File: config.mk
export PLATFORM = sky130hd
export DESIGN_NAME = alu_seq_unit
export DESIGN_NICKNAME = d
export VERILOG_FILES = /design/src/rtl/alu_seq_unit.sv
export SDC_FILE = /design/constraint.sdc
export NUM_CORES = 1
export LEC_CHECK = 0
export ABC_CLOCK_PERIOD_IN_PS = 6150
export CAP_MARGIN = 20
export CORE_ASPECT_RATIO = 1.1
export CORE_MARGIN = 4
export CORE_UTILIZATION = 55
export CTS_BUF_LIST = sky130_fd_sc_hd__clkbuf_2
export DETAILED_ROUTE_END_ITERATION = 7
export GPL_ROUTABILITY_DRIVEN = 0
export PLACE_DENSITY = 0.8
export REMOVE_ABC_BUFFERS = 1
export SLEW_MARGIN = 15
export SYNTH_ARGS = -nofsm -noshare
export SYNTH_HDL_FRONTEND = slang
export SYNTH_SLANG_ARGS = --single-unit
File: constraint.sdc
create_clock -name clk_i -period 6.15 [get_ports clk_i]
set_input_delay 1.5375 -clock clk_i [delete_from_list [all_inputs] [get_ports clk_i]]
set_output_delay 1.5375 -clock clk_i [all_outputs]
set_load 0.01 [all_outputs]
File: src/rtl/alu_seq_unit.sv
// Sequential ALU: single-cycle ADD/SUB/SLT/AND/OR plus a multi-cycle restoring signed divider.
// Optional unsigned divide (funct 011011) is enabled by defining ALU_SEQ_DIVU_EN.
module alu_seq_unit #(
    parameter int unsigned WIDTH = 32
) (
    input  logic             clk_i,
    input  logic             reset_i,
    input  logic             start_i,
    input  logic [1:0]       alu_op_i,
    input  logic [5:0]       funct_i,
    input  logic [WIDTH-1:0] a_i,
    input  logic [WIDTH-1:0] b_i,
    output logic [WIDTH-1:0] result_o,
    output logic [WIDTH-1:0] remainder_o,
    output logic             zero_o,
    output logic [3:0]       alu_control_o,
    output logic             busy_o,
    output logic             done_o,
    output logic             div_by_zero_o,
    output logic             illegal_o
);

    localparam int unsigned CntW = $clog2(WIDTH + 1);

    localparam logic [3:0] CtrlAdd = 4'b0010;
    localparam logic [3:0] CtrlSub = 4'b0110;
    localparam logic [3:0] CtrlSlt = 4'b0111;
    localparam logic [3:0] CtrlDiv = 4'b1010;
    localparam logic [3:0] CtrlAnd = 4'b0000;
    localparam logic [3:0] CtrlOr  = 4'b0001;
    localparam logic [3:0] CtrlIll = 4'b1111;
`ifdef ALU_SEQ_DIVU_EN
    localparam logic [3:0] CtrlDivu = 4'b1011;
`endif

    typedef enum logic [1:0] {
        StIdle,
        StDivRun,
        StDivFix
    } state_e;

    state_e            state_q;
    logic [CntW-1:0]   cnt_q;
    logic [WIDTH-1:0]  quo_q;
    logic [WIDTH-1:0]  prem_q;
    logic [WIDTH-1:0]  dvsr_q;
    logic              q_neg_q;
    logic              r_neg_q;
    logic [WIDTH-1:0]  result_q;
    logic [WIDTH-1:0]  remainder_q;
    logic              zero_q;
    logic [3:0]        ctrl_q;
    logic              busy_q;
    logic              done_q;
    logic              dbz_q;
    logic              ill_q;

    logic [3:0]        dec_ctrl;
    logic              dec_div;
    logic              dec_signed;

    always_comb begin
        dec_ctrl   = CtrlIll;
        dec_div    = 1'b0;
        dec_signed = 1'b1;
        unique case (alu_op_i)
            2'b00: dec_ctrl = CtrlAdd;
            2'b01: dec_ctrl = CtrlSub;
            2'b10: begin
                case (funct_i)
                    6'b100000: dec_ctrl = CtrlAdd;
                    6'b100010: dec_ctrl = CtrlSub;
                    6'b101010: dec_ctrl = CtrlSlt;
                    6'b100100: dec_ctrl = CtrlAnd;
                    6'b100101: dec_ctrl = CtrlOr;
                    6'b011010: begin
                        dec_ctrl = CtrlDiv;
                        dec_div  = 1'b1;
                    end
`ifdef ALU_SEQ_DIVU_EN
                    6'b011011: begin
                        dec_ctrl   = CtrlDivu;
                        dec_div    = 1'b1;
                        dec_signed = 1'b0;
                    end
`endif
                    default: dec_ctrl = CtrlIll;
                endcase
            end
            default: dec_ctrl = CtrlIll;
        endcase
    end

    logic [WIDTH-1:0] imm_res;
    logic [WIDTH-1:0] imm_rem;

    // The divide entry here only matters for b==0, the one divide that completes in one cycle.
    always_comb begin
        imm_res = '0;
        imm_rem = '0;
        case (dec_ctrl)
            CtrlAdd: imm_res = a_i + b_i;
            CtrlSub: imm_res = a_i - b_i;
            CtrlSlt: imm_res = WIDTH'($signed(a_i) < $signed(b_i));
            CtrlAnd: imm_res = a_i & b_i;
            CtrlOr:  imm_res = a_i | b_i;
            default: begin
                if (dec_div) begin
                    imm_res = '1;
                    imm_rem = a_i;
                end
            end
        endcase
    end

    logic             a_neg;
    logic             b_neg;
    logic [WIDTH-1:0] a_mag;
    logic [WIDTH-1:0] b_mag;

    always_comb begin
        a_neg = dec_signed & a_i[WIDTH-1];
        b_neg = dec_signed & b_i[WIDTH-1];
        a_mag = a_neg ? -a_i : a_i;
        b_mag = b_neg ? -b_i : b_i;
    end

    logic [WIDTH:0]   shift_w;
    logic [WIDTH:0]   trial_w;
    logic [WIDTH-1:0] prem_d;
    logic [WIDTH-1:0] quo_d;
    logic [WIDTH-1:0] fix_quo;
    logic [WIDTH-1:0] fix_rem;

    // One restoring step: a borrow out of the trial subtraction means the divisor did not fit.
    always_comb begin
        shift_w = {prem_q, quo_q[WIDTH-1]};
        trial_w = shift_w - {1'b0, dvsr_q};
        if (!trial_w[WIDTH]) begin
            prem_d = trial_w[WIDTH-1:0];
            quo_d  = {quo_q[WIDTH-2:0], 1'b1};
        end else begin
            prem_d = shift_w[WIDTH-1:0];
            quo_d  = {quo_q[WIDTH-2:0], 1'b0};
        end
        fix_quo = q_neg_q ? -quo_q : quo_q;
        fix_rem = r_neg_q ? -prem_q : prem_q;
    end

    always_ff @(posedge clk_i or posedge reset_i) begin
        if (reset_i) begin
            state_q     <= StIdle;
            cnt_q       <= '0;
            quo_q       <= '0;
            prem_q      <= '0;
            dvsr_q      <= '0;
            q_neg_q     <= 1'b0;
            r_neg_q     <= 1'b0;
            result_q    <= '0;
            remainder_q <= '0;
            zero_q      <= 1'b1;
            ctrl_q      <= 4'b0000;
            busy_q      <= 1'b0;
            done_q      <= 1'b0;
            dbz_q       <= 1'b0;
            ill_q       <= 1'b0;
        end else begin
            done_q <= 1'b0;
            case (state_q)
                StIdle: begin
                    if (start_i) begin
                        ctrl_q <= dec_ctrl;
                        ill_q  <= (dec_ctrl == CtrlIll);
                        dbz_q  <= 1'b0;
                        if (dec_div && (b_i != '0)) begin
                            state_q <= StDivRun;
                            busy_q  <= 1'b1;
                            cnt_q   <= CntW'(WIDTH);
                            prem_q  <= '0;
                            quo_q   <= a_mag;
                            dvsr_q  <= b_mag;
                            q_neg_q <= a_neg ^ b_neg;
                            r_neg_q <= a_neg;
                        end else begin
                            result_q    <= imm_res;
                            remainder_q <= imm_rem;
                            zero_q      <= (imm_res == '0);
                            dbz_q       <= dec_div;
                            done_q      <= 1'b1;
                        end
                    end
                end
                StDivRun: begin
                    prem_q <= prem_d;
                    quo_q  <= quo_d;
                    cnt_q  <= cnt_q - CntW'(1);
                    if (cnt_q == CntW'(1)) begin
                        state_q <= StDivFix;
                    end
                end
                StDivFix: begin
                    result_q    <= fix_quo;
                    remainder_q <= fix_rem;
                    zero_q      <= (fix_quo == '0);
                    state_q     <= StIdle;
                    busy_q      <= 1'b0;
                    done_q      <= 1'b1;
                end
                default: begin
                    state_q <= StIdle;
                    busy_q  <= 1'b0;
                end
            endcase
        end
    end

    assign result_o      = result_q;
    assign remainder_o   = remainder_q;
    assign zero_o        = zero_q;
    assign alu_control_o = ctrl_q;
    assign busy_o        = busy_q;
    assign done_o        = done_q;
    assign div_by_zero_o = dbz_q;
    assign illegal_o     = ill_q;

endmodule

Yosys cells after proc, flatten, opt, wreduce, memory -nomap -nowiden:

Index checks and enable logic that the tools add are counted.

* register bits after elaboration: 179
* latch bits: 0
* RAM bits: 0
* bits in read-only memories: 0
* output and inout port bits: 73
* word-level logic and storage cells: 107
* memories kept: 0

* $add $sub $neg: 8
* multipliers: 0
* div/mod/pow operators: 0
* $lt $le $gt $ge: 1
* eq/ne operators: 20
* shift operators: 0
* muxes and demuxes: 43
* bitwise logic cells: 4
* reductions and logical operators: 16

Operator list (count)
* 2-to-1 mux 32 bit: 16
* case mux 32 bit (2 select lines): 4
* case mux 32 bit (5 select lines): 1
* negation 32 bit: 4
* zero test 32 bit: 2
* subtractor 33 x 32 -> 33 bit: 1
* adder 32 bit: 1
* bitwise AND 32 bit: 1
* less-than comparator 32 bit: 1
* OR 32 bit: 1
* nonzero test 32 bit: 1
* subtractor 32 bit: 1
* == test 6 bit (second input constant): 5
* case mux 4 bit (6 select lines): 1
* AND reduction 3 bit: 5
* 2-to-1 mux 6 bit: 2
* case mux 4 bit (3 select lines): 1
* case mux 6 bit (2 select lines): 1
* 2-to-1 mux 1 bit: 10
* == test 4 x 3 -> 1 bit (second input constant): 2
* inequality test 2 bit (second input constant): 4
* == test 6 x 1 -> 1 bit (second input constant): 1
* == test 6 x 5 -> 1 bit (second input constant): 1
* 2-to-1 mux 2 bit: 3
* other kinds (16): 22

Logic depth before layout (Yosys ltp):

* word-level depth: 9
* gate-level depth with buffers: 17

Worst setup path after synthesis:

Ideal clock, no wire load.

* path type: input-to-reg
* start point: in a_i[0]
* end point: reg zero_q (netlist: zero_o)
* library setup time: 0.086 ns
* data arrival time: 4.798 ns
* required time: 6.064 ns
* path slack: 1.266 ns
* cell stages on the path: 16
* cells stage by stage: inv_1 ha_1 inv_1 fa_1 nor2b_1 o21ai_1 a311oi_1 o31ai_1 a211oi_1 a311o_1 nor3_1 nand4_1 or4b_1 nor4_2 nand4_1 o31ai_2

* cells in the longest elaborated chain, start to end: 6
* elaborated cells on any way between the ends: 10
* classes of those cells: add/sub: 2; order compare: 1; mux: 4; bitwise: 2; reduce/logical: 1

RTL lines
* from (decl): RTL line 11 `input logic [WIDTH-1:0] a_i,`
* subtractor 32 bit, or another cell as far along: RTL line 103 `CtrlSub: imm_res = a_i - b_i;`
* case mux 32 bit (5 select lines) *: RTL line 101 `case (dec_ctrl)`
* zero test 32 bit *: RTL line 187 `zero_q <= (imm_res == '0);`
* 2-to-1 mux 1 bit *: RTL line 175 `if (dec_div && (b_i != '0)) begin`
* 2-to-1 mux 1 bit *: RTL line 171 `if (start_i) begin`
* case mux 1 bit (2 select lines) *: RTL line 169 `case (state_q)`
* to (signal assigned): RTL line 187
* to (signal assigned): RTL line 204 `zero_q <= (fix_quo == '0);`
* to (decl): RTL line 51 `logic zero_q;`

Mark *: on every way between the ends. The rest lies on a longest branch, timed or not. The select of a mux whose other input is x is not followed.
A chain may end at the register's enable or synchronous reset.

Final worst setup path:

Ends and elaborated chain as after synthesis.

==> impl_metrics.json <==
{
  "yosys.area_share.simple": 0.198,
  "synth_cells": 2188,
  "synth_cell_types": 87,
  "crit_arrival_ns": 6.00,
  "cts_max_level": 4,
  "whs_ns": 0.515,
  "n_fill_cell": 2680,
  "cap_violations": 0,
  "cp-start-kind": "input pin",
  "layout_min_cycle_time_ns": 5.22,
  "peakVddDrop_mv": 0.235,
  "min_period_over_period": 0.848,
  "ant_nets": 0,
  "synth_fa_ha_area_frac": 0.102,
  "dpl.cell_count": 2678,
  "antenna_found_initial": 7,
  "ios": 148,
  "p_int_mw": 2.70,
  "power_leakage_nw": 8.09,
  "crit_chain": "clkdlybuf4s50_1, inv_1, ha_1, inv_1, fa_1, nor2b_1, o21ai_1, a311oi_1, o31ai_1, a211oi_1, a311o_1, nor3_1, nand4_1, or4b_1, nor4_2, nand4_1, o31ai_2",
  "finalPower_mw": 4.92,
  "cts_tree": "done",
  "synth_compound_area_frac": 0.265,
  "synth.top_cell.area_share": 0.262,
  "synth_edf_count": 0,
  "maxSlewHeadroom": 0.223,
  "seqPwrFrac": 0.376,
  "grt_pass1_wl_mm": 90.9,
  "grt-ovfl-total": 0,
  "numCtsBuffers": 17,
  "drtIter0Drc": 2507,
  "drc": 0,
  "synth_seq_area_share": 0.264,
  "ctsResizeCount": 0,
  "pre_cts_ws_ns": 0.244,
  "vias_per_cell": 6.58,
  "core_um2": 30500,
  "start_util": 0.557,
  "drtPass1Iterations": 7,
  "grt_pass1_vias": 16800,
  "fp.dieArea_um2": 33800,
  "max_freq_mhz": 192,
  "numClockSinks": 179,
  "synth_mux_area_frac": 0.0224,
  "hold_buffers": 0,
  "postPlaceCellArea_um2": 19000,
  "outcome": "finished, final reports clean",
  "die_h_um": 192,
  "cpPeakStageDelay_ns": 0.54,
  "drv_slew": 0,
  "path_class": "input pin to flip-flop",
  "finish.utilization": 0.634,
  "hpwl_mm": 44.8,
  "cp_max_fo": 5,
  "cts_setup_buffers": 0,
  "grt_use_total": 0.337,
  "clkTransAtPathRegs_ns": 0.29,
  "tns_ns": 0,
  "ctsLongestPathBuffers": 2,
  "hold_class": "flip-flop to flip-flop",
  "port-buffer-count": 147,
  "yosys_register_bits": 179,
  "chipWidth_um": 176,
  "stdcell_count": 2717,
  "num_rows": 67,
  "setup_violations": 0,
  "synth_xor_area_frac": 0.0886,
  "setup_slack_ns": 0.933,
  "ys_warn_count": 0,
  "synthTopCellsByArea": "dfrtp_1, ha_1, xnor2_1",
  "p_clk_frac": 0.144,
  "syn_avg_cell_area_um2": 7.77,
  "tightest_slew_ns": 1.17,
  "rsz0062_at_grt": "false",
  "critPathCaptureType": "flip-flop",
  "syn2layout_area_growth_pct": 13.8,
  "root_buffer": "clkbuf_2",
  "finalHoldViolations": 0,
  "clock_latency_ns": 0.90,
  "required_ns": 6.93,
  "vias": 17900,
  "p_sw_frac": 0.451,
  "layout.nets": 2497,
  "drive_gt1_frac": 0.0557,
  "power.density_nw_per_um2": 254,
  "grt_max_degree": 109,
  "critPathSlowestCell": "or4b_1",
  "comb_power_share": 0.479,
  "final_area_um2": 19300,
  "async_reset_ff_frac": 1.00,
  "p_switching_mw": 2.22,
  "wire_per_inst_um": 21.6,
  "synth.cell_area_um2": 17000,
  "skew_ns": 0.0716,
  "wirelength_mm": 58.6,
  "yosys.area.top_type": "dfrtp_1",
  "yosys_most_used_dff": "dfrtp_1",
  "synth_top_family_by_area": "compound AO/OA/AOI/OAI gates"
}
-- worst paths after layout --
| kind | end | startpoint | cells past startpoint | slack, ns |
|---|---|---|---|---|
| setup reg to reg | prem_q[19]$_DFFE_PP0P_ | quo_q[31]$_DFFE_PP0P_ | 17 | 1.35 |
| max in group asynchronous | remainder_o[31]$_DFFE_PP0P_ | reset_i | 3 | 4.36 |
| hold reg to reg | cnt_q[5]$_DFFE_PP0P_ | cnt_q[5]$_DFFE_PP0P_ | 1 | 0.51 |
| min in group asynchronous | alu_control_o[2]$_DFFE_PP0P_ | reset_i | 2 | 0.98 |
| hold / removal | cnt_q[5]$_DFFE_PP0P_ | cnt_q[5]$_DFFE_PP0P_ | 1 | 0.51 |
| setup / recovery | zero_o$_DFFE_PP1P_ | a_i[0] | 17 | 0.93 |
-- registers in the layout, indices dropped and copies added (netlist names), 2 cells and up --
name,cells
dvsr_q,32
result_o,32
remainder_o,32
prem_q,32
quo_q,32
cnt_q,6
alu_control_o,4
state_q,2
-- cell families (layout without fill, tap and decap cells) --
group	Yosys count	count (layout)
fa+ha+maj	137	137
compound gates	694	694
other cells	0	5
mux	38	38
flops	179	179
xor+xnor	172	172
simple gates	693	693
buf+inv	275	385
-- placed cells by master, fill, tap and decap left out, types with 41 or more instances in the layout --
| master | instances |
|---|---|
| a21oi_1 | 128 |
| buf_4 | 53 |
| clkdlybuf4s50_1 | 146 |
| dfrtp_1 | 178 |
| ha_1 | 134 |
| inv_1 | 147 |
| nand2_1 | 209 |
| nand3_1 | 88 |
| nor2_1 | 161 |
| nor3_1 | 45 |
| o21ai_0 | 223 |
| o31ai_1 | 43 |
| xnor2_1 | 130 |
| xor2_1 | 41 |
-- per-layer routing --
metal | track usage | share of wire
met1 | 0.437 | 0.39
met3 | 0.0600 | 0.10
met5 | 0 | 0.00051
met2 | 0.535 | 0.45
met4 | 0.186 | 0.062
-- synth_stat cells, types with 18 or more instances --
cell type / number
a221o_1: 24
a211oi_1: 28
nor4_1: 20
or3_1: 25
xnor2_1: 131
o21ai_0: 223
mux2i_1: 38
nand2_1: 209
o221ai_1: 18
nor3_1: 45
dfrtp_1: 178
a31oi_1: 34
xor2_1: 41
o21ai_1: 21
inv_1: 148
nor2_1: 163
nand3_1: 88
or4_1: 18
o211ai_1: 27
nand2b_1: 26
o31ai_1: 43
nor2b_1: 22
o41ai_1: 18
a21oi_1: 128
nand4_1: 28
clkbuf_1: 116
ha_1: 134
-- final cells by class --
cell class              count  area (µm²)  area share
clock inverters            14         168     0.00867
flip-flops and latches    179        4480       0.232
multi-input cells        1734       11500       0.596
well taps                 414         518      0.0268
inverters                 148         561      0.0290
clock buffers              18        90.1     0.00466
repair buffers            205        1980       0.102
diodes                      5        12.5    0.000647
-- worst max-delay path, delay by kind of cell --
kind / cells / cell delay, ns
compound gates: 6 / 1.56
buf+inv: 3 / 0.75
fa+ha+maj: 2 / 0.63
simple gates: 6 / 1.53
-- power by group through the flow --
| stage | logic (mW) | clock network, mW | registers [mW] |
|---|---|---|---|
| 6_report | 2.36 | 0.709 | 1.85 |
| 5_1_grt | 2.57 | 0.753 | 1.89 |
| 4_1_cts | 2.31 | 0.709 | 1.83 |
| 3_5_place_dp | 2.29 | 0 | 1.86 |
| 3_3_place_gp | 2.22 | 0 | 1.84 |
| 2_1_floorplan | 1.68 | 0 | 1.77 |
No activity file was read; power rests on OpenSTA's default activity.
